--- src/rtl/byte_serial_adder_ctrl.sv ---
// byte_serial_adder_ctrl
// Wide (8*NBYTES-bit) add/subtract performed one byte per clock through an
// 8-bit carry-in/carry-out slice, LSB byte first, chaining the carry.
//
// Ports:
//   clk       rising-edge clock
//   reset     asynchronous active-high reset
//   start     request, sampled only while idle
//   sub       0 = a + b + cin, 1 = a - b (cin ignored); captured with start
//   cin       carry-in for add; captured with start
//   a, b      operands, captured with start
//   busy      high while byte slices are being processed
//   done      one-cycle pulse when the result is complete
//   sum       result register (updates byte by byte while busy)
//   cout      carry out of the MSB (for subtract: 1 = no borrow)
//   overflow  signed overflow of the full-width result
//   zero      full-width result is zero
module byte_serial_adder_ctrl #(
  parameter int unsigned NBYTES = 4
) (
  input  logic                  clk,
  input  logic                  reset,
  input  logic                  start,
  input  logic                  sub,
  input  logic                  cin,
  input  logic [8*NBYTES-1:0]   a,
  input  logic [8*NBYTES-1:0]   b,
  output logic                  busy,
  output logic                  done,
  output logic [8*NBYTES-1:0]   sum,
  output logic                  cout,
  output logic                  overflow,
  output logic                  zero
);

  localparam int unsigned W    = 8 * NBYTES;
  localparam int unsigned IDXW = $clog2(NBYTES);

  typedef enum logic [1:0] {
    S_IDLE = 2'd0,
    S_RUN  = 2'd1,
    S_DONE = 2'd2
  } state_t;

  state_t            state_q, state_nx;
  logic [IDXW-1:0]   idx_q, idx_nx;
  logic [W-1:0]      opa_q, opa_nx;
  logic [W-1:0]      opb_q, opb_nx;
  logic              carry_q, carry_nx;
  logic [W-1:0]      sum_nx;
  logic              cout_nx, ovf_nx, zero_nx;
  logic              busy_nx, done_nx;
  logic [7:0]        byte_a, byte_b;
  logic [8:0]        slice;

  // State, operand and result registers
  always_ff @(posedge clk or posedge reset) begin
    if (reset) begin
      state_q  <= S_IDLE;
      idx_q    <= '0;
      opa_q    <= '0;
      opb_q    <= '0;
      carry_q  <= 1'b0;
      sum      <= '0;
      cout     <= 1'b0;
      overflow <= 1'b0;
      zero     <= 1'b0;
      busy     <= 1'b0;
      done     <= 1'b0;
    end else begin
      state_q  <= state_nx;
      idx_q    <= idx_nx;
      opa_q    <= opa_nx;
      opb_q    <= opb_nx;
      carry_q  <= carry_nx;
      sum      <= sum_nx;
      cout     <= cout_nx;
      overflow <= ovf_nx;
      zero     <= zero_nx;
      busy     <= busy_nx;
      done     <= done_nx;
    end
  end

  // Next-state, byte slice and result update
  always_comb begin
    state_nx = state_q;
    idx_nx   = idx_q;
    opa_nx   = opa_q;
    opb_nx   = opb_q;
    carry_nx = carry_q;
    sum_nx   = sum;
    cout_nx  = cout;
    ovf_nx   = overflow;
    zero_nx  = zero;

    byte_a = opa_q[8*idx_q +: 8];
    byte_b = opb_q[8*idx_q +: 8];
    slice  = 9'(byte_a) + 9'(byte_b) + 9'(carry_q);

    unique case (state_q)
      S_IDLE: begin
        if (start) begin
          // Subtract is a + ~b + 1: invert b now and seed the carry with 1
          opa_nx   = a;
          opb_nx   = sub ? ~b : b;
          carry_nx = sub ? 1'b1 : cin;
          idx_nx   = '0;
          state_nx = S_RUN;
        end
      end
      S_RUN: begin
        sum_nx[8*idx_q +: 8] = slice[7:0];
        carry_nx             = slice[8];
        idx_nx               = idx_q + IDXW'(1);
        if (idx_q == IDXW'(NBYTES - 1)) begin
          cout_nx  = slice[8];
          // Carry into bit 7 recovered as a7 ^ b7 ^ s7
          ovf_nx   = byte_a[7] ^ byte_b[7] ^ slice[7] ^ slice[8];
          // Top byte is still being written this edge, so use the fresh slice
          zero_nx  = ({slice[7:0], sum[W-9:0]} == '0);
          idx_nx   = '0;
          state_nx = S_DONE;
        end
      end
      S_DONE: begin
        state_nx = S_IDLE;
      end
      default: begin
        state_nx = S_IDLE;
      end
    endcase

    busy_nx = (state_nx == S_RUN);
    done_nx = (state_nx == S_DONE);
  end

endmodule

--- config.mk ---
export PLATFORM = sky130hd
export DESIGN_NAME = byte_serial_adder_ctrl
export DESIGN_NICKNAME = d
export VERILOG_FILES = /design/src/rtl/byte_serial_adder_ctrl.sv
export SDC_FILE = /design/constraint.sdc
export NUM_CORES = 1
export LEC_CHECK = 0
export CORE_UTILIZATION = 30
export DETAILED_ROUTE_END_ITERATION = 7
export PLACE_DENSITY_LB_ADDON = 0.12
export SETUP_SLACK_MARGIN = 0.15
export SLEW_MARGIN = 20
export SYNTH_ARGS = -nofsm -noshare
export SYNTH_HDL_FRONTEND = slang
export SYNTH_SLANG_ARGS = --single-unit
--- constraint.sdc ---
create_clock -name clk -period 5.1 [get_ports clk]
set_input_delay 1.275 -clock clk [delete_from_list [all_inputs] [get_ports clk]]
set_output_delay 1.275 -clock clk [all_outputs]
set_load 0.02 [all_outputs]
==> metrics <==
status=complete, no violations; CP Capture Type=register; final setup TNS=0 ns; Clock Power Share=15.3%; DP Worst Slack=1.297 ns; Initial Util=between 30% and 40%; Hold WC Path Type=register to register; Setup Skew=0.007559 ns; Critical Path RT=5.37 ns; Pwr Density=787.2 mW/mm^2; die height=132.4 um; via count=3675; arrival time worst endpoint=4.03 ns; minimum clock period=3.767 ns; total CTS buffers=9; WL/cell=16.80 um; RSZ-0062 raised after global routing=false; 1st-pass router iterations=4; Max Slew Vio Count=0; maxcap violations=0; antenna violations before repair=0; Synth top cells by count=106 x dfrtp_1, 49 x nor2_1, 35 x xnor2_1, 33 x a21oi_1, 32 x mux2_2; Synth Cell Area=roughly 0.0051 mm^2; # setup viols final=0; critical path peak fanout=15; final hold vios=0; crit share post-route=between 70 and 80%; slowest CP cell=dfrtp_1; cell family with most CP delay=simple AND/OR/NAND/NOR gates; top cell type's share of synthesized area=52.01%; leakage=0.002720 uW; post-CTS sizing=0; Max VDD drop=372.9 uV; sequential share of power=28.7%; clk slew on worst S/H paths=~0.07 ns; CTS tree=done; grt ovf=0; IO Pins=about 110; Post-CTS Setup Inserts=0; chip width=132.4 um; Max Freq=265.5 MHz; combinational group share of total power=between 50% and 60%; Layout Nets=just over 600; Final GP Congestion=between 0.7 and 0.8; sequential share of the synthesized area=52.01%; core area=0.01658 mm^2; slew margin rel.=31.12%; maximum buffer depth of the clock tree=2; CTS H-tree depth=3; post-cts hold buffer count=0; actual slew at the worst max-slew pin=1.033 ns; HPWL Detailed=9.406 mm; ys flop type=dfrtp_1; flops & latches, synth=106; clock insertion delay at the later pin of the skew report=0.35 ns; Syn Inst Count=434; die area=0.01752 mm^2; first-pass GRT wire length=20.41 mm; diodes inserted=0; vias in the first global route=3763; PortBufs=105; initial DRC count=approximately 210; DRT antenna net count=0; root buffer cell=clkbuf_16; Netlist cell types=46; CP Launch Type=register; clock sink count=106; Filler cells=between 1500 and 2000; Psw=2301 uW; asr flop ratio synth=100.0%; Rows=47; Crit path largest cell delay=0.78 ns; crit path cell chain=mux4_2 > inv_1 > fa_1 > fa_1 > nor4b_1 > nand4_1 > nor4_2 > nand4_1 > or4_1 > o31ai_2; internal power=2993 uW; syn avg cell area=approximately 12 um^2; share of layout cells above drive strength 1=14.15%; worst path buffer plus inverter count=1; syn_nets=around 520; Syn. warnings=0; Crit Path Class=register to register; Post-synth EDFFs=0; drt via density=4.855; Tot GR Track Use=15.27%; switch share=43.46%; Final WS setup=1.333 ns; Area Growth Syn to Fin=31.87%; final wirelength=12.72 mm; largest cells by area after synthesis=dfrtp_1 52%, mux2_2 7.1%, mux4_2 7.1%, xnor2_1 6.0%, nor2_1 3.6%; area leader, netlist=dfrtp_1; largest net degree at the start of global routing=98; DRC errors left=0; most common cell in the netlist=dfrtp_1
==> through the flow <==
stage	std cells	area (um^2)	utilization (%)	power, uW	hold WS, ns
final	757	6725	40.55	5294	0.4826
after global routing	757	6725	40.55	5667	0.5192
after CTS	757	6725	40.55	5358	0.4940
after detailed placement	742	6374	38.43	4529	0.4781
after global placement	742	6374	38.43	4460	0.4659
after floorplan	434	5100	-	3475	0.4752
==> worst reg2reg max path, stage by stage (launching register included) <==
cell	delay [ns]
dfrtp_1	0.78
mux4_2	0.35
inv_1	0.06
fa_1	0.43
fa_1	0.66
nor4b_1	0.26
nand4_1	0.14
nor4_2	0.26
nand4_1	0.12
or4_1	0.45
o31ai_2	0.18
==> layout make-up <==
| cell class | instances | area (um^2) | share of cell area (%) |
|---|---|---|---|
| flip-flops and latches | 106 | 2653 | 39.44 |
| multi-input cells | 292 | 2307 | 34.31 |
| repair buffers | 110 | 1084 | 16.11 |
| well taps | 220 | 275.3 | 4.093 |
| clock buffers | 11 | 252.7 | 3.758 |
| clock inverters | 4 | 98.84 | 1.470 |
| inverters | 14 | 55.05 | 0.8186 |
==> sequential cells by signal (all words and copies together) (netlist names), 2 cells and up <==
name,flops
state_q,2
idx_q,2
opb_q,32
opa_q,32
sum,32
==> placed cells by master, fill, tap and decap left out, drive strengths merged, types with 14 or more instances in the layout <==
cell type | netlist | layout
nor2 | 49 | 49
o21ai | 16 | 16
mux4 | 16 | 16
a21oi | 34 | 34
dfrtp | 106 | 106
mux2 | 32 | 32
nand2 | 27 | 27
inv | 14 | 14
a22o | 20 | 20
xnor2 | 35 | 35
clkdlybuf4s50 | 0 | 104
==> power by group through the flow <==
stage               sequential (uW)  clock [uW]  combinational (uW)
floorplan                      1520           0                1950
global placement               1540           0                2920
detailed placement             1540           0                2990
CTS                            1520         835                3000
global route                   1580         862                3220
finish                         1520         810                2960
==> path summary, 6_finish.rpt <==
kind                            startpoint         to  slack [ns]  cells after the start
worst max-delay path              idx_q[1]       zero        1.33                     10
worst min-delay path                  cout       cout        0.48                      2
worst max register to register    idx_q[1]       zero        1.33                     10
worst min register to register        cout       cout        0.48                      2
max in group asynchronous            reset  opb_q[14]        2.85                      3
min in group asynchronous            reset  opa_q[28]        1.39                      2
==> cell families after synthesis <==
group	count (synthesis)	share of synthesized area, %
DFF	106	52.01
muxes	49	14.33
AOI/OAI and AO/OA	86	10.94
buffers and inverters	36	2.846
adders and majority gates	15	3.975
xor gates and xnor gates	37	6.354
and+or+nand+nor	105	9.544
==> layer usage <==
layer	up-vias	GRT usage (%)	part of all wire, %
met3	9	3.576	4.7
li1	1735	-	-
met2	93	22.84	46
met4	0	5.045	1.2
met1	1838	21.70	48
met5	-	0	0
No activity file was read; power rests on OpenSTA's default activity.
